$ cat config.mk
export PLATFORM = sky130hd
export DESIGN_NAME = vending_ctrl_multi_flat
export DESIGN_NICKNAME = d
export VERILOG_FILES = /design/src/rtl/vending_ctrl_multi_pkg.sv /design/src/rtl/vending_ctrl_multi_if.sv /design/src/rtl/vending_ctrl_multi_stock.sv /design/src/rtl/vending_ctrl_multi.sv /design/src/flat_wrapper.sv
export SDC_FILE = /design/constraint.sdc
export NUM_CORES = 1
export LEC_CHECK = 0
export CAP_MARGIN = 20
export CORE_MARGIN = 2
export CORE_UTILIZATION = 25
export DETAILED_ROUTE_END_ITERATION = 8
export GPL_TIMING_DRIVEN = 0
export PLACE_DENSITY_LB_ADDON = 0.12
export SYNTH_ARGS = -nofsm -noshare
export SYNTH_HDL_FRONTEND = slang
export SYNTH_SLANG_ARGS = --single-unit
$ cat constraint.sdc
create_clock -name clk -period 4.6 [get_ports clk]
set_input_delay 0.69 -clock clk [delete_from_list [all_inputs] [get_ports clk]]
set_output_delay 0.69 -clock clk [all_outputs]
set_load 0.02 [all_outputs]
$ cat src/rtl/vending_ctrl_multi_pkg.sv
// Shared definitions for the multi-product vending controller.
// Holds the FSM state encoding and the coin values in 25 kr units.
package vending_ctrl_multi_pkg;

    typedef enum logic [1:0] {
        ST_IDLE   = 2'd0,
        ST_CREDIT = 2'd1,
        ST_VEND   = 2'd2,
        ST_CHANGE = 2'd3
    } vend_state_e;

    localparam logic [2:0] COIN_25_VAL  = 3'd1;
    localparam logic [2:0] COIN_50_VAL  = 3'd2;
    localparam logic [2:0] COIN_100_VAL = 3'd4;

    // Simultaneous coins are summed; the worst case of 7 fits in three bits.
    function automatic logic [2:0] coin_sum(input logic c25, input logic c50, input logic c100);
        logic [2:0] s;
        s = '0;
        if (c25)  s = s + COIN_25_VAL;
        if (c50)  s = s + COIN_50_VAL;
        if (c100) s = s + COIN_100_VAL;
        return s;
    endfunction

endpackage

$ cat src/rtl/vending_ctrl_multi_if.sv
// Coin/keypad front end to controller to actuator signal bundle.
// The master is the front end; the slave is the controller.
interface vending_ctrl_multi_if #(
    parameter int N_PROD   = 2,
    parameter int CREDIT_W = 4
);
    localparam int SEL_W = $clog2(N_PROD);

    logic                coin_25;
    logic                coin_50;
    logic                coin_100;
    logic [SEL_W-1:0]    sel;
    logic                vend_req;
    logic                cancel;
    logic                restock;
    logic                dispense;
    logic [SEL_W-1:0]    product;
    logic                change_pulse;
    logic                coin_reject;
    logic                sold_out;
    logic                busy;
    logic [CREDIT_W-1:0] credit;

    modport master (
        output coin_25, coin_50, coin_100, sel, vend_req, cancel, restock,
        input  dispense, product, change_pulse, coin_reject, sold_out, busy, credit
    );

    modport slave (
        input  coin_25, coin_50, coin_100, sel, vend_req, cancel, restock,
        output dispense, product, change_pulse, coin_reject, sold_out, busy, credit
    );

endinterface

$ cat src/rtl/vending_ctrl_multi_stock.sv
// Per-product stock counters for the vending controller.
// Restock wins over a same-cycle decrement; counters saturate at zero.
module vending_ctrl_multi_stock #(
    parameter int N_PROD    = 2,
    parameter int STOCK_W   = 4,
    parameter int STOCK_MAX = 15,
    localparam int SEL_W    = $clog2(N_PROD),
    localparam int SEL_N    = 1 << SEL_W
) (
    input  logic             clk,
    input  logic             reset,
    input  logic [SEL_W-1:0] sel,
    input  logic             restock,
    input  logic             decrement,
    output logic [SEL_N-1:0] empty
);

    logic [STOCK_W-1:0] stock_q [N_PROD];
    logic [STOCK_W-1:0] stock_d [N_PROD];

    always_comb begin
        empty = '1;
        for (int i = 0; i < N_PROD; i++) begin
            stock_d[i] = stock_q[i];
            if (restock && (sel == SEL_W'(i))) begin
                stock_d[i] = STOCK_W'(STOCK_MAX);
            end else if (decrement && (sel == SEL_W'(i)) && (stock_q[i] != '0)) begin
                stock_d[i] = stock_q[i] - STOCK_W'(1);
            end
            empty[i] = (stock_q[i] == '0);
        end
    end

    // Indices above N_PROD-1 stay flagged empty so an out-of-range select never vends.
    always_ff @(posedge clk or negedge reset) begin
        if (!reset) begin
            for (int i = 0; i < N_PROD; i++) begin
                stock_q[i] <= STOCK_W'(STOCK_MAX);
            end
        end else begin
            for (int i = 0; i < N_PROD; i++) begin
                stock_q[i] <= stock_d[i];
            end
        end
    end

endmodule

$ cat src/rtl/vending_ctrl_multi.sv
// Multi-product coin vending controller: credit accumulation, vend, serial change return.
// Every response is registered and appears the cycle after the triggering input.
module vending_ctrl_multi
    import vending_ctrl_multi_pkg::*;
#(
    parameter int N_PROD     = 2,
    parameter int PRICE      = 4,
    parameter int MAX_CREDIT = 12,
    parameter int CREDIT_W   = 4,
    parameter int STOCK_W    = 4,
    parameter int STOCK_MAX  = 15
) (
    input logic                 clk,
    input logic                 reset,
    vending_ctrl_multi_if.slave bus
);

    localparam int SEL_W = $clog2(N_PROD);
    localparam int SEL_N = 1 << SEL_W;
    localparam int SUM_W = CREDIT_W + 1;

    vend_state_e         state_q, state_d;
    logic [CREDIT_W-1:0] credit_q, credit_d;
    logic                dispense_q, dispense_d;
    logic [SEL_W-1:0]    product_q, product_d;
    logic                change_pulse_q, change_pulse_d;
    logic                coin_reject_q, coin_reject_d;
    logic                sold_out_q, sold_out_d;

    logic [2:0]          coin_val;
    logic                coin_any;
    logic                in_pay;
    logic                cancel_ok;
    logic                vend_try;
    logic                vend_ok;
    logic                sold_hit;
    logic                coin_ok;
    logic [SUM_W-1:0]    credit_sum;
    logic [SEL_N-1:0]    empty;

    vending_ctrl_multi_stock #(
        .N_PROD    (N_PROD),
        .STOCK_W   (STOCK_W),
        .STOCK_MAX (STOCK_MAX)
    ) u_stock (
        .clk       (clk),
        .reset     (reset),
        .sel       (bus.sel),
        .restock   (bus.restock),
        .decrement (vend_ok),
        .empty     (empty)
    );

    always_ff @(posedge clk or negedge reset) begin
        if (!reset) begin
            state_q        <= ST_IDLE;
            credit_q       <= '0;
            dispense_q     <= 1'b0;
            product_q      <= '0;
            change_pulse_q <= 1'b0;
            coin_reject_q  <= 1'b0;
            sold_out_q     <= 1'b0;
        end else begin
            state_q        <= state_d;
            credit_q       <= credit_d;
            dispense_q     <= dispense_d;
            product_q      <= product_d;
            change_pulse_q <= change_pulse_d;
            coin_reject_q  <= coin_reject_d;
            sold_out_q     <= sold_out_d;
        end
    end

    // Priority is cancel > vend > coins; coins lose to any accepted cancel or vend.
    always_comb begin
        coin_val   = coin_sum(bus.coin_25, bus.coin_50, bus.coin_100);
        coin_any   = (coin_val != '0);
        in_pay     = (state_q == ST_IDLE) || (state_q == ST_CREDIT);
        cancel_ok  = bus.cancel && (state_q == ST_CREDIT);
        vend_try   = bus.vend_req && !bus.cancel && (state_q == ST_CREDIT)
                     && (credit_q >= CREDIT_W'(PRICE));
        vend_ok    = vend_try && !empty[bus.sel];
        sold_hit   = vend_try && empty[bus.sel];
        credit_sum = {1'b0, credit_q} + SUM_W'(coin_val);
        coin_ok    = in_pay && coin_any && !cancel_ok && !vend_ok
                     && (credit_sum <= SUM_W'(MAX_CREDIT));

        state_d  = state_q;
        credit_d = credit_q;
        unique case (state_q)
            ST_IDLE, ST_CREDIT: begin
                if (cancel_ok) begin
                    state_d  = ST_CHANGE;
                    credit_d = credit_q - CREDIT_W'(1);
                end else if (vend_ok) begin
                    state_d  = ST_VEND;
                    credit_d = credit_q - CREDIT_W'(PRICE);
                end else if (coin_ok) begin
                    state_d  = ST_CREDIT;
                    credit_d = credit_sum[CREDIT_W-1:0];
                end
            end
            // Entering or staying in CHANGE pays one unit, so credit drops with each pulse.
            ST_VEND: begin
                if (credit_q != '0) begin
                    state_d  = ST_CHANGE;
                    credit_d = credit_q - CREDIT_W'(1);
                end else begin
                    state_d  = ST_IDLE;
                end
            end
            ST_CHANGE: begin
                if (credit_q != '0) begin
                    credit_d = credit_q - CREDIT_W'(1);
                end else begin
                    state_d  = ST_IDLE;
                end
            end
            default: begin
                state_d  = ST_IDLE;
                credit_d = '0;
            end
        endcase
    end

    always_comb begin
        dispense_d     = vend_ok;
        product_d      = vend_ok ? bus.sel : product_q;
        change_pulse_d = (state_d == ST_CHANGE);
        coin_reject_d  = coin_any && !coin_ok;
        sold_out_d     = sold_hit;
    end

    assign bus.dispense     = dispense_q;
    assign bus.product      = product_q;
    assign bus.change_pulse = change_pulse_q;
    assign bus.coin_reject  = coin_reject_q;
    assign bus.sold_out     = sold_out_q;
    assign bus.busy         = (state_q == ST_VEND) || (state_q == ST_CHANGE);
    assign bus.credit       = credit_q;

endmodule
$ cat src/flat_wrapper.sv
// flat-port wrapper written by rule: the top's interface ports become plain ports
module vending_ctrl_multi_flat import vending_ctrl_multi_pkg::*;
#(
    parameter int N_PROD     = 2,
    parameter int PRICE      = 4,
    parameter int MAX_CREDIT = 12,
    parameter int CREDIT_W   = 4,
    parameter int STOCK_W    = 4,
    parameter int STOCK_MAX  = 15
)
  (clk, reset, bus_coin_25, bus_coin_50, bus_coin_100, bus_sel, bus_vend_req, bus_cancel, bus_restock, bus_dispense, bus_product, bus_change_pulse, bus_coin_reject, bus_sold_out, bus_busy, bus_credit);
  vending_ctrl_multi_if #(.N_PROD(N_PROD), .CREDIT_W(CREDIT_W)) bus_i ();
  input logic clk;
  input logic reset;
  input wire logic [$bits(bus_i.coin_25)-1:0] bus_coin_25;
  input wire logic [$bits(bus_i.coin_50)-1:0] bus_coin_50;
  input wire logic [$bits(bus_i.coin_100)-1:0] bus_coin_100;
  input wire logic [$bits(bus_i.sel)-1:0] bus_sel;
  input wire logic [$bits(bus_i.vend_req)-1:0] bus_vend_req;
  input wire logic [$bits(bus_i.cancel)-1:0] bus_cancel;
  input wire logic [$bits(bus_i.restock)-1:0] bus_restock;
  output wire logic [$bits(bus_i.dispense)-1:0] bus_dispense;
  output wire logic [$bits(bus_i.product)-1:0] bus_product;
  output wire logic [$bits(bus_i.change_pulse)-1:0] bus_change_pulse;
  output wire logic [$bits(bus_i.coin_reject)-1:0] bus_coin_reject;
  output wire logic [$bits(bus_i.sold_out)-1:0] bus_sold_out;
  output wire logic [$bits(bus_i.busy)-1:0] bus_busy;
  output wire logic [$bits(bus_i.credit)-1:0] bus_credit;
  assign bus_i.coin_25 = bus_coin_25;
  assign bus_i.coin_50 = bus_coin_50;
  assign bus_i.coin_100 = bus_coin_100;
  assign bus_i.sel = bus_sel;
  assign bus_i.vend_req = bus_vend_req;
  assign bus_i.cancel = bus_cancel;
  assign bus_i.restock = bus_restock;
  assign bus_dispense = bus_i.dispense;
  assign bus_product = bus_i.product;
  assign bus_change_pulse = bus_i.change_pulse;
  assign bus_coin_reject = bus_i.coin_reject;
  assign bus_sold_out = bus_i.sold_out;
  assign bus_busy = bus_i.busy;
  assign bus_credit = bus_i.credit;
  vending_ctrl_multi #(.N_PROD(N_PROD), .PRICE(PRICE), .MAX_CREDIT(MAX_CREDIT), .CREDIT_W(CREDIT_W), .STOCK_W(STOCK_W), .STOCK_MAX(STOCK_MAX)) u_core (.clk(clk), .reset(reset), .bus(bus_i));
endmodule
==> results.md, run 1 <==
Synth:
- Of the total synthesized cell area, the portion taken by XOR and XNOR cells is 0.0600.
- The sequential area share after synthesis is 0.416.
- The cell area that synthesis handed to floorplanning was 0.00117 mm2.
- Of the total synthesized cell area, the portion taken by AND, OR, NAND and NOR gates is 0.189.
- After synthesis, the netlist uses 42 different library cells.
- The count of yosys warnings during synthesis is 0.
- Of the total synthesized cell area, the portion taken by full adders, half adders and majority gates is 0.103.
- The mean post-synth cell area is 9.57 um2.
- The main combinational cell family by area after synthesis is simple AND/OR/NAND/NOR gates.
- The number of nets produced by synthesis is 140.
- Of the post-synthesis cell area, the part taken by muxes is 0.00965.
- The number of flip-flops and latches in the synthesized netlist is 19.
- The share of async-settable or async-resettable flops after synthesis is 1.00.
- The post-synthesis compound-gate area fraction came to 0.175.
- The most common cell in the synthesized netlist is nand2_1.
- By area the synthesized netlist is led by dfrtp_1 24%, dfstp_2 18%, ha_1 8.6%.
- The number of flops mapped to enable cells by yosys is 0.
- The commonest cells after synthesis are 17 x nand2_1, 13 x inv_1, 11 x dfrtp_1.
- Of all cell types, the one taking the most synthesized area is dfrtp_1.
- The number of instances in the synthesized netlist is 122.
- The most used flip-flop cell after synthesis is dfrtp_1.
- The area share of the largest cell type after synthesis is 0.236.

Finish:
- Compared with the post-synthesis result, the final layout area differs by 24.9%.
- The post-route core utilization is 0.330.
- In the final layout, the multi-input gates occupy 626 um2.
- Of the cells placed in the final design, the portion with a size suffix greater than 1 is 0.139.
- The finished layout holds 196 standard cells, fillers aside.
- Counting the fill cells in the layout gives 452.
- The number of antenna diodes is 0.
- Across the whole layout, storage elements account for roughly 500 um2.
- After the last flow step, the layout net total stands at 163.

Global routing:
- The via count of the first global-routing pass is between 900 and 1000.
- The overall routing resource usage is 0.108.
- The wire length of the first global-routing pass is 4410 um.
- The initial antenna violation count is 0.
- The pin count of the biggest net entering global routing is 20.
- The total global routing overflow is 0.

Worst setup path:
- The cell family contributing the most delay on the critical path is adder cells.
- The number of buffer and inverter instances along the worst setup path is 2.
- The most prevalent standard cell on the critical path is o21ai_1.
- The category of the most critical setup path is in -> reg.
- The type of element launching the critical path is an input port.
- In this run the critical register-to-register path is launched from u_core.bus.credit[0].
- The logic depth of the worst register-to-register path is 9.
- Among all stages on the critical path, the largest delay is contributed by clkdlybuf4s50_1.
- The register-to-register setup slack is 2.04 ns.
- The critical path goes through clkdlybuf4s50_1 -> ha_1 -> inv_1 -> fa_1 -> xnor2_1 -> o21ai_1 -> o211ai_2 -> nor2_2 -> o21ai_1 -> mux2_2.
- The endpoint identified for the worst register-to-register timing path is u_core.bus.credit[3].
- The largest single stage delay on the critical path is 0.47 ns.
- Of all nets on the critical path, the largest fanout is 6.
- The most critical setup path has its startpoint at bus_coin_25.
- At the worst endpoint, the required time is roughly 4.7 ns.
- The arrival time at the worst endpoint is 3.09 ns.
- STA classifies the critical path endpoint as a flop.

Detailed routing:
- The first routing iteration left 4 violations.
- The top layer used by detailed routing is met4.
- Dividing the detail-routed wire length by the instance count gives 13.0 um.
- For this run, design rule violations remaining after detail routing come to 0.
- In this run the remaining antenna-violating nets after routing total 0.
- The met2 wirelength from detailed routing is between 1000 and 1500 um.
- The met3 layer wire length in the routed design is 93 um.
- The detailed-route vias per instance is 4.83.
- The detailed router placed 946 vias in this run.
- The total routed wirelength is approximately 2500 um.
- The first detailed-routing pass ran for 2 iterations.
- The routed length on met1 is 1160 um.

Outcome:
- The run finished with clean final reports.

Hold path:
- The endpoint of the worst hold-timing path is u_core.bus.product.
- The worst hold path begins at u_core.bus.product.
- The worst hold path passes through 2 cells.
- The worst hold path class is reg -> reg.

Floorplanning:
- The die height is 72.3 um.
- The area of the die is around 0.0052 mm2.
- The number of top-level pins is 19.
- The initialized floorplan defines 24 standard-cell rows.
- The die is 72.3 um wide.
- The floorplan step defined a core boundary enclosing 0.00441 mm2.
- For this configuration, the core starts out at a cell density of 0.264.

Power and ir drop:
- The power per standard cell area is 559 mW/mm2.
- The static power due to leakage is between 0.0006 and 0.0007 uW.
- The highest ir drop seen on vdd is 0.211 mV.
- The overall power is 814 uW.

Timing:
- The count of final max-slew check failures is 0.
- Setup repair after global routing left no endpoint under its margin.
- The clock skew is 0.00353 ns.
- The worst path setup slack after routing is 1.65 ns.
- Measured against its own limit, the worst slew margin works out to 0.425.
- In the final timing run, aggregate negative setup slack is 0 ns.
- Setup violations remaining at the end of the flow were counted as 0.
- The count of final hold-check violations was 0.
- The worst path needs 2.95 ns of the cycle, external delays included.
- At the pin with the least slew margin, the transition time is approximately 0.86 ns.
- Derived from the worst setup path, the maximum achievable clock frequency is 339 MHz.
- Dividing the final minimum period by the clock period gives 0.642.

Placement:
- The total half-perimeter wirelength after legalization and detailed placement is 2030 um.
- The final RePlAce weighted congestion is between 0.7 and 0.8.
- Including well taps, the total number of placed cells is 192.
- The setup slack at placement is 1.38 ns.
- The number of port buffers is 18.

Clock tree:
- Buffers inserted during clock tree synthesis total 3.
- Buffers added to address setup during post-CTS repair amount to 0.
- After clock tree synthesis, the repair step resized 0 gates.
- The root buffer cell chosen for the clock tree is clkbuf_8.
- The hold buffer count at CTS is 0.
- The clock transition at the registers of the reported paths is 0.07 ns.
- The clock insertion delay at the later pin of the skew report is 0.25 ns.
- The TritonCTS clock tree is done.
- The number of buffers on the longest clock path is 2.
- CTS built an H-tree with a depth of 1.
- The total number of clock tree sinks is 19.

Job:
- The max-capacitance violation count is 0.
-- through the flow --
stage	area (um2)	hold slack [ns]
floorplan	1170	0.394
global placement	1410	0.469
detailed placement	1410	0.493
CTS	1460	0.509
global route	1460	0.523
finish	1460	0.498
-- cells by family after synthesis --
family | Yosys count
flops | 19
buf+inv | 15
fa+ha+maj | 9
mux | 1
compound gates | 30
xor+xnor | 8
simple gates | 40
-- how the worst max path moves through the flow --
stage,endpoint,slack [ns],cells after the start
3_5_place_dp,u_core.bus.credit[3],1.38,10
6_report,u_core.bus.credit[3],1.65,10
2_1_floorplan,u_core.bus.credit[3],2.09,9
5_1_grt,u_core.bus.credit[3],1.46,10
4_1_cts,u_core.bus.credit[3],1.65,10
3_3_place_gp,u_core.bus.credit[3],1.38,10
-- worst register-to-register path, stage by stage (launching register included) --
cell,delay (ns)
dfrtp_1,0.47
ha_1,0.23
inv_1,0.06
fa_1,0.40
xnor2_1,0.27
o21ai_1,0.15
o211ai_2,0.24
nor2_2,0.11
o21ai_1,0.17
mux2_2,0.35
-- cells in the final DEF (no fill, tap or decap), drive strengths merged, types with 2 or more instances in the layout --
master,synthesis,routed
clkdlybuf4s50,0,18
clkbuf,1,5
nand2,18,18
nand3,3,3
inv,14,14
nor3,2,2
o21ai,7,7
dfstp,8,8
nor4,3,3
o211ai,5,5
a21oi,5,5
o31ai,2,2
a211oi,2,2
dfrtp,11,11
ha,8,8
nor2,7,7
xnor2,7,7
a31oi,2,2
-- flip-flops by register name (all words and copies together) (netlist names) --
signal and cells:
u_core.bus.credit 4, u_core.u_stock.stock_q 8, u_core.bus.product 1, u_core.bus.dispense 1, u_core.bus.sold_out 1, u_core.bus.change_pulse 1, u_core.bus.coin_reject 1, u_core.state_q 2
-- power breakdown --
part | switching (uW) | internal (uW)
Clock | 53.5 | 61.5
Combinational | 237 | 196
Sequential | 51.2 | 215
-- per-layer routing --
layer / track usage / vias to the layer above
li1: - / 473
met1: 0.135 / 455
met2: 0.181 / 14
met3: 0.0208 / 4
met4: 0.0440 / 0
met5: 0 / -
-- cell type report --
| type | instances | share of cell area |
|---|---|---|
| well taps | 52 | 0.0446 |
| repair buffers | 18 | 0.124 |
| multi-input cells | 88 | 0.429 |
| inverters | 14 | 0.0361 |
| plain buffers | 1 | 0.00258 |
| clock buffers | 4 | 0.0309 |
| flip-flops and latches | 19 | 0.333 |
(Power assumes the default switching activity.)
==> run 2, diff against run 1 <==
Clock period 4.6 ns to 2.6 ns, I/O delays scaled along.
==> run 2 against run 1 <==
Die area is the same. Register-to-register slack lost 1.9 ns. Non-clock buffer count rose by 2. Final area grew 3.6%. Routed wire length increased by 3.1%. Utilization up 1.2 points. Via count is 1.8% higher. Sequential cell count unchanged. Critical path type unchanged. Critical endpoint unchanged. Largest power group unchanged.
==> results.md, run 2 (synthesis gave the netlist of run 1 again) <==
Power and ir drop:
- The highest ir drop seen on vdd is 0.411 mV (was 0.211 mV).
- The static power due to leakage is 0.000625 uW (was 0.000609 uW).
- The power per standard cell area came to 1030 mW/mm2 (was 559 mW/mm2).

Hold path:
- The worst hold path class is reg -> reg (unchanged).
- The number of stages on the worst hold path was 2 (unchanged).
- The endpoint of the worst hold-timing path is u_core.bus.product (unchanged).
- The worst hold path startpoint is u_core.bus.product (unchanged).

Worst setup path:
- List of cells traversed by the critical path: clkdlybuf4s50_1 -> ha_2 -> inv_1 -> fa_2 -> xnor2_2 -> o21ai_2 -> o211ai_2 -> nor2_4 -> o21ai_2 -> mux2_2 (was clkdlybuf4s50_1 -> ha_1 -> inv_1 -> fa_1 -> xnor2_1 -> o21ai_1 -> o211ai_2 -> nor2_2 -> o21ai_1 -> mux2_2).
- The category of the most critical setup path is in -> reg (unchanged).
- The worst path required time is 2.74 ns (was 4.74 ns).
- The arrival time at the worst endpoint came to 2.64 ns (was 3.09 ns).
- The register-to-register setup slack is 0.18 ns (was 2.04 ns).
- The category of the worst setup path capture point is a flop (unchanged).
- The worst stage delay on the critical path came to 0.48 ns (was 0.47 ns).
- The worst-path cell with the longest stage delay was clkdlybuf4s50_1 (unchanged).
- The startpoint of the worst register-to-register path is u_core.bus.credit[0] (unchanged).
- The number of buffer and inverter instances along the worst setup path was 2 (unchanged).
- The most prevalent standard cell on the critical path is o21ai_2 (was o21ai_1).
- The gate family responsible for the most delay along the worst path was adder cells (unchanged).
- The capture instance of the worst register-to-register path is u_core.bus.credit[3] (unchanged).
- The logic depth of the worst register-to-register path is 9 (unchanged).
- The peak fanout along the critical path was 6 (unchanged).
- The type of element launching the critical path is an input port (unchanged).

Clock tree:
- The CTS H-tree depth is 1 (unchanged).
- The clock insertion delay at the later pin of the skew report is 0.25 ns (about the same).
- The TritonCTS clock tree was done (unchanged).
- The total number of clock tree sinks is 19 (unchanged).
- The master cell of the clock root buffer is clkbuf_8 (unchanged).
- The number of clock buffers inserted by TritonCTS was 3 (unchanged).
- The clock transition at the registers of the reported paths was 0.07 ns (about the same).
- The number of buffers on the longest clock path is 2 (unchanged).
- The hold buffer count at CTS came to 0 (unchanged).

Finish:
- The number of flip-flops in the largest register is 8 (unchanged).
- Commonest cells after routing, fill and taps aside: 18 x clkdlybuf4s50_1, 17 x nand2_1, 13 x inv_1 (unchanged).
- The number of antenna diodes is 0 (unchanged).
- The fraction of final layout cells with drive strength greater than 1 is 0.205 (was 0.139).
- The number of nets in the layout is 165 (was 163).
- The area overhead of the layout relative to synthesis came to 29.4% (was 24.9%).
- The final cell area excluding filler cells is 0.00151 mm2 (was 0.00146 mm2).
- The most common cell after layout, fill and taps aside is clkdlybuf4s50_1 (unchanged).
- The most flop-heavy register is u_core.u_stock.stock_q (unchanged).

Floorplanning:
- The number of top-level pins was 19 (unchanged).
- The row count was 24 (unchanged).
- The die height is 72.3 um (unchanged).
- The width of the die is 72.3 um (unchanged).
- The starting density of the core is 0.264 (unchanged).
- The area of the die was 0.00523 mm2 (unchanged).
- The core area is 0.00441 mm2 (unchanged).

Detailed routing:
- The detailed-route vias per instance is 4.86 (was 4.83).
- The count of TritonRoute iterations in the first routing pass is 1 (was 2).
- The number of nets still failing antenna checks after routing is 0 (unchanged).
- The DRC violation count after routing is 0 (unchanged).
- The total routed wirelength is 2620 um (was 2540 um).
- The starting DRC count in detailed routing is 0 (was 4).
- The wire length per cell after detailed routing is 13.2 um (was 13.0 um).
- The detailed-route via count is 963 (was 946).

Timing:
- The slew at the pin closest to its max-slew limit is 0.868 ns (was 0.860 ns).
- The number of failing setup endpoints in the final timing report was 0 (unchanged).
- The count of final hold-check violations is 0 (unchanged).
- The count of final max-slew check failures is 0 (unchanged).
- The clock skew was 0.00262 ns (was 0.00353 ns).
- The fmax is 400 MHz.
- The clock period minus worst slack is 2.50 ns.
- The sum of negative setup slack came to 0 ns (unchanged).
- Of the available clock period, the critical path in the final layout requires 0.963.
- The worst path setup slack after routing came to 0.0972 ns (was 1.65 ns).
- The worst relative slew slack is 0.419 (was 0.425).

Outcome:
- Result of the run: finished clean (unchanged).

Placement:
- The placement-stage cell area is 0.00141 mm2 (unchanged).
- The total half-perimeter wirelength after legalization and detailed placement was 2030 um (unchanged).
- The final RePlAce weighted congestion is 0.738 (unchanged).
- The setup slack at placement is -0.318 ns (was 1.38 ns).
- The number of port buffers is 18 (unchanged).

Global routing:
- The via count of the first global-routing pass is 986 (was 987).
- The pin count of the biggest net entering global routing is 20 (unchanged).
- The initial antenna violation count is 0 (unchanged).
- The overall routing resource usage was 0.108 (about the same).
- The total global routing overflow came to 0 (unchanged).
- The wire length of the first global-routing pass came to 4400 um (was 4410 um).

Job:
- The max-capacitance violation count is 0 (unchanged).
-- run 2: cell types whose count changed in the layout (fill, tap and decap cells not counted), sizes merged --
cell and change:
buf +2
-- run 2: stage by stage --
step | cells | total power, uW | hold slack [ns] | utilization
2_1_floorplan | 122 | 977 | 0.0944 | -
3_3_place_gp | 192 | 1240 | 0.469 | 0.320
3_5_place_dp | 192 | 1250 | 0.493 | 0.320
4_1_cts | 196 | 1480 | 0.509 | 0.332
5_1_grt | 198 | 1690 | 0.523 | 0.342
6_report | 198 | 1550 | 0.497 | 0.342
-- run 2: worst max path at each step --
stage / end / startpoint / slack [ns] / cells after the start
after global placement: u_core.bus.credit[3] / bus_coin_25 / -0.32 / 10
after detailed placement: u_core.bus.credit[3] / bus_coin_25 / -0.32 / 10
after CTS: u_core.bus.credit[3] / bus_coin_25 / 0.03 / 10
after floorplan: u_core.bus.credit[3] / u_core.bus.credit[0] / 0.21 / 9
after global routing: u_core.bus.credit[3] / bus_coin_25 / -0.04 / 10
final: u_core.bus.credit[3] / bus_coin_25 / 0.1 / 10
-- run 2: where the power goes --
| group | leakage, uW | internal [uW] | switching (uW) |
|---|---|---|---|
| registers | 0.000210 | 380 | 91.3 |
| logic | 0.000392 | 410 | 468 |
| clock network | 0.0000228 | 109 | 93.9 |
| total | 0.000625 | 900 | 653 |
-- run 2: routing by layer --
layer / global-route usage / vias to the layer above / routed length (um)
met5: 0 / - / 0
met4: 0.0440 / 0 / 33
met3: 0.0208 / 4 / 93
met2: 0.181 / 14 / 1330
met1: 0.135 / 471 / 1160
li1: - / 474 / -
-- run 2: area by class of cell --
class                   count  area (um2)
well taps                  52        65.1
flip-flops and latches     19         485
clock buffers               4        45.0
plain buffers               1        3.75
repair buffers             20         195
inverters                  14        52.6
multi-input cells          88         663
fillers                   448        2900
-- run 2: worst min-delay path, delay by kind of cell (launching register included) --
family | cells | cell delay, ns
simple gates | 2 | 0.12
flops | 1 | 0.35
-- run 2: repair_timing --
action / in CTS / in global routing
setup buffers: 0 / 2
resized for setup: 1 / 8
setup endpoints to repair: 1 / 2
pin swaps: 0 / 2
==> run 3, diff against run 2 <==
Settings changed: SLEW_MARGIN set to 20.
==> results of run 3 <==
No change in the layout: final DEF, timing and power equal those of run 2.
==> patch 1, RTL diff (config.mk and constraints of run 2) <==
`STOCK_MAX` is set to 15 in 3 places; all go to 11.
--- a/src/rtl/vending_ctrl_multi_stock.sv
+++ b/src/rtl/vending_ctrl_multi_stock.sv
@@ -3,7 +3,7 @@
 module vending_ctrl_multi_stock #(
     parameter int N_PROD    = 2,
     parameter int STOCK_W   = 4,
-    parameter int STOCK_MAX = 15,
+    parameter int STOCK_MAX = 11,
     localparam int SEL_W    = $clog2(N_PROD),
     localparam int SEL_N    = 1 << SEL_W
 ) (
--- a/src/rtl/vending_ctrl_multi.sv
+++ b/src/rtl/vending_ctrl_multi.sv
@@ -8,7 +8,7 @@
     parameter int MAX_CREDIT = 12,
     parameter int CREDIT_W   = 4,
     parameter int STOCK_W    = 4,
-    parameter int STOCK_MAX  = 15
+    parameter int STOCK_MAX  = 11
 ) (
     input logic                 clk,
     input logic                 reset,
--- a/src/flat_wrapper.sv
+++ b/src/flat_wrapper.sv
@@ -6,7 +6,7 @@
     parameter int MAX_CREDIT = 12,
     parameter int CREDIT_W   = 4,
     parameter int STOCK_W    = 4,
-    parameter int STOCK_MAX  = 15
+    parameter int STOCK_MAX  = 11
 )
   (clk, reset, bus_coin_25, bus_coin_50, bus_coin_100, bus_sel, bus_vend_req, bus_cancel, bus_restock, bus_dispense, bus_product, bus_change_pulse, bus_coin_reject, bus_sold_out, bus_busy, bus_credit);
   vending_ctrl_multi_if #(.N_PROD(N_PROD), .CREDIT_W(CREDIT_W)) bus_i ();
Function: same outputs for any inputs over 10 cycles, from zero or initial values and one cycle with reset low; that may be too few to reach the edited logic, so the function may still have changed.
==> patch 1 against run 2 <==
Count of clock-buffer cells in the layout unchanged. Design area down 0.17%. Sequential cell count unchanged. Critical path depth unchanged. Synthesized cell count unchanged. Worst setup slack worse by 28 ps. Wire length down 2.7%. Power down 0.24%. Area after synthesis down 0.21%. Highest routed layer unchanged.
==> patch 1: results (changes against run 2) <==
set qor(synth.area.top_cells) {dfrtp_1, dfstp_2, ha_1}
set qor(clock_cell_area_share) 0.0299 ;# +0.0000495
set qor(final_layout_size_suffix_gt1_frac) 0.190 ;# -0.0150
set qor(synth.cells.most_frequent) {nand2_1, dfrtp_1, inv_1}
set qor(critical_path_peak_fanout) 5 ;# -1
set qor(met2_wirelength_um) 1230 ;# -7.5%
set qor(fin_cells) 199 ;# +0.51%
set qor(switching_power_mw) 0.642 ;# -1.7%
set qor(highest_utilization_routing_layer_at_the_global_route_stage) {met2}
set qor(wl_met3_um) 142 ;# +53%
set qor(die_x_um) 72.3 ;# -0.10%
set qor(relSlewSlack) 0.420 ;# about the same
set qor(cp_data_arrival_time_ps) 2670 ;# +30 ps
set qor(vias_after_detailed_routing) 985 ;# +2.3%
set qor(portion_of_the_post_synthesis_area_used_by_sequential_elements) 0.415 ;# -0.00125
set qor(grt.met3_usage) 0.0208 ;# unchanged
set qor(antenna_found_initial) 0 ;# unchanged
set qor(synth_fa_ha_area_frac) 0.103 ;# +0.000221
set qor(area_share_of_the_leading_cell_type_in_the_synthesized_netlist) 0.279 ;# +0.0435
set qor(inserted_clock_buffers) 3 ;# unchanged
set qor(power_clock_mw) 0.203 ;# about the same
set qor(compound_cell_area_share_of_the_yosys_netlist) 0.175 ;# +0.000375
set qor(routed_wire_length_per_instance_um) 12.8 ;# -3.2%
set qor(post-cts-setup-buffer-count) 1 ;# +1
set qor(drt_first_iter_violations) 56 ;# +56
set qor(grt_first_pass_wirelength_um) 4360 ;# -0.80%
set qor(skew_ps) 7.32 ;# +4.70 ps
set qor(num-nets-final) 166 ;# +0.61%
set qor(buf_share) 0.137 ;# +0.00520
set qor(first_global_vias) 929 ;# -5.8%
set qor(post_cts_resized) 1 ;# unchanged
set qor(status) {complete, no violations}
set qor(dr.pass1.iters) 5 ;# +4
set qor(ir_worst_vdd_mv) 0.469 ;# +14%
set qor(synth.area.mux_share) 0.00967 ;# +0.0000207
set qor(n_all_buffers) 22 ;# +4.8%
set qor(detailedPlacementHpwl_um) 1950 ;# -4.3%
set qor(seqAreaFraction) 0.320 ;# -0.00113
set qor(groute.layer.met2.usage) 0.169 ;# -0.0122
set qor(postSynthAreaPerCell_um2) 9.55 ;# -0.21%
set qor(pwr_dens_nw_per_um2) 1030 ;# about the same
set qor(yosys.area_share.xor_xnor) 0.0602 ;# +0.000129
set qor(synth.distinct_cells) 39 ;# -7.1%
set qor(met1_length_um) 1140 ;# -2.2%
set qor(postPlaceCellArea_um2) 1410 ;# -0.18%
set qor(power.sequential.fraction) 0.305 ;# about the same
set qor(grtUsageMet1) 0.147 ;# +0.0121
set qor(gp_routability_congestion) 0.851 ;# +15%
patch 1: changes by cell type after synthesis, sizes merged:
cell   before  now
nand2      18   16
dfrtp      11   13
and2        1    2
xor2        1    0
xnor2       7    8
a21oi       5    6
dfstp       8    6
patch 1: stage by stage:
step,worst slack [ps],hold slack [ps],util
after floorplan,148,94.4,-
after global placement,-398,464,0.319
after detailed placement,-375,465,0.319
after CTS,56.0,483,0.333
after global routing,-15.0,497,0.342
final,69.7,477,0.342
patch 1: worst paths after layout:
check                      slack, ps                   endpoint                  from
hold reg to reg                  480         u_core.bus.product    u_core.bus.product
setup reg to reg                 170       u_core.bus.credit[3]  u_core.bus.credit[0]
setup / recovery                  70       u_core.bus.credit[3]           bus_coin_25
hold / removal                   480         u_core.bus.product    u_core.bus.product
max in group asynchronous       1430  u_core.u_stock.stock_q[6]                 reset
min in group asynchronous        630         u_core.bus.product                 reset
==> patch 2, RTL diff (settings of run 2) <==
Made on the original files. Encoding of `vend_state_e`: now one-hot (4 bits for 4 states).
--- a/src/rtl/vending_ctrl_multi_pkg.sv
+++ b/src/rtl/vending_ctrl_multi_pkg.sv
@@ -2,11 +2,11 @@
 // Holds the FSM state encoding and the coin values in 25 kr units.
 package vending_ctrl_multi_pkg;
 
-    typedef enum logic [1:0] {
-        ST_IDLE   = 2'd0,
-        ST_CREDIT = 2'd1,
-        ST_VEND   = 2'd2,
-        ST_CHANGE = 2'd3
+    typedef enum logic [3:0] {
+        ST_IDLE   = 4'b0001,
+        ST_CREDIT = 4'b0010,
+        ST_VEND   = 4'b0100,
+        ST_CHANGE = 4'b1000
     } vend_state_e;
 
     localparam logic [2:0] COIN_25_VAL  = 3'd1;
Behaviour: same outputs for any inputs over 10 cycles, from zero or initial values and one cycle with reset low; not proved beyond that.
==> patch 2 against run 2 <==
Sequential cell count increased by 2. Area after synthesis increased by 20%. Power increased by 5.0%. Via count increased by 18%. Count of clock-buffer cells in the layout decreased by 1. Final cell count increased by 24%. Synthesized cell count increased by 19%. Design area increased by 19%. Sequential share of layout area decreased by 2.2 points. Fmax increased by 1.6%. Wire length increased by 21%. Worst setup slack improved by 41 ps. Combinational power increased by 4.4%. Largest cell class unchanged. Largest power group unchanged. Highest routed layer unchanged.
==> patch 2: results (changes against run 2) <==
set qor(status) {complete, no violations}
set qor(worst_path_largest_cell_delay_ps) 440 ;# -40 ps
set qor(n_all_buffers) 26 ;# +24%
set qor(synthesis.nets) 164 ;# +17%
set qor(cts.path.max_buffers) 2 ;# unchanged
set qor(num-nets-final) 194 ;# +18%
set qor(holdCritPathClass) {input pin to asynchronous set/reset pin}
set qor(critical_path_peak_fanout) 4 ;# -2
set qor(synth.area.top_cells) {dfrtp_1, dfstp_2, ha_1}
set qor(synth.distinct_cells) 43 ;# +2.4%
set qor(fillers) 577 ;# +29%
set qor(clock_cell_area_share) 0.0258 ;# -0.00406
set qor(dr.pass1.iters) 4 ;# +3
set qor(power.static_leakage_nw) 0.818 ;# +31%
set qor(synth.cells.most_frequent) {inv_1, nand2_1, dfrtp_1}
set qor(grt_start_max_net_pins) 22 ;# +10%
set qor(detailedPlacementHpwl_um) 2380 ;# +17%
set qor(synthCells) 145 ;# +19%
set qor(routed_wire_length_per_instance_um) 12.9 ;# -2.7%
set qor(routed_via_density) 4.63 ;# -4.8%
set qor(cp_slowest_cell) {dfrtp_2}
set qor(worst_pin_slew_ps) 594 ;# -274 ps
set qor(comb.multi_input.count) 105 ;# +19%
set qor(gp_routability_congestion) 0.798 ;# +8.1%
set qor(postRouteWirelength_um) 3170 ;# +21%
set qor(skew_ps) 3.39 ;# +0.768 ps
set qor(first_global_vias) 1107 ;# +12%
set qor(antenna_found_initial) 0 ;# unchanged
set qor(cp_data_arrival_time_ps) 2620 ;# -20 ps
set qor(postPlaceCellArea_um2) 1680 ;# +19%
set qor(postSynthRegisterBits) 21 ;# +2
set qor(multiInputGateArea_um2) 805 ;# +21%
set qor(area.sequential_um2) 538 ;# +11%
set qor(buf_share) 0.139 ;# +0.00685
set qor(post-place-ws_ps) -458 ;# -140 ps
set qor(global_route.usage.total) 0.105 ;# -0.00240
set qor(drt_first_iter_violations) 37 ;# +37
set qor(final_layout_size_suffix_gt1_frac) 0.207 ;# +0.00142
set qor(portion_of_the_post_synthesis_area_used_by_sequential_elements) 0.382 ;# -0.0342
set qor(non_clock_inverter_count) 18 ;# +4
set qor(clkTransAtPathRegs_ps) 80
set qor(ir_worst_vdd_mv) 0.282 ;# -31%
set qor(pwr_dens_nw_per_um2) 907 ;# -12%
set qor(grt_first_pass_wirelength_um) 5240 ;# +19%
set qor(dpl.cell_count) 235 ;# +22%
[patch 2: path summary, 6_finish.rpt]
path                                       from  slack, ps  cells past startpoint                   end
max                        u_core.bus.credit[0]        140                      9  u_core.bus.credit[1]
min                                       reset        470                      1   u_core.bus.sold_out
max reg2reg                u_core.bus.credit[0]        140                      9  u_core.bus.credit[1]
min reg2reg                  u_core.bus.product        500                      2    u_core.bus.product
max in group asynchronous                 reset       1580                      2     u_core.state_q[0]
min in group clk             u_core.bus.product        500                      2    u_core.bus.product
[patch 2: kinds of logic (layout without fill, tap and decap cells)]
family / count (synthesis) / in the layout / share of synthesized area
adders and majority gates: 10 / 10 / 0.0943
buffers and inverters: 19 / 48 / 0.0516
and+or+nand+nor: 48 / 48 / 0.200
DFF: 21 / 21 / 0.382
AOI/OAI and AO/OA: 35 / 35 / 0.191
muxes: 3 / 3 / 0.0249
xor gates and xnor gates: 9 / 9 / 0.0561
[patch 2: power breakdown]
| part | internal [mW] | switching, mW |
|---|---|---|
| combinational | 0.438 | 0.480 |
| sequential | 0.412 | 0.0820 |
| clock | 0.107 | 0.112 |
[patch 2: routing by layer]
layer	vias up	part of all wire	global-route usage
met5	-	0	0
met4	0	0.0057	0.0397
met3	2	0.030	0.0159
li1	565	-	-
met2	19	0.48	0.172
met1	553	0.49	0.141
[patch 2: what timing repair did]
item,in CTS,in global routing
pin swaps,3,3
setup buffers,3,3
setup endpoints to repair,2,2
resized for setup,4,3
[patch 2: worst max-delay path, delay by kind of cell, from the launching register on]
kind                       cells  cell delay [ps]
muxes                          1              280
DFF                            1              440
buffers and inverters          1               60
and+or+nand+nor                2              230
AOI/OAI and AO/OA              3              700
adders and majority gates      2              630
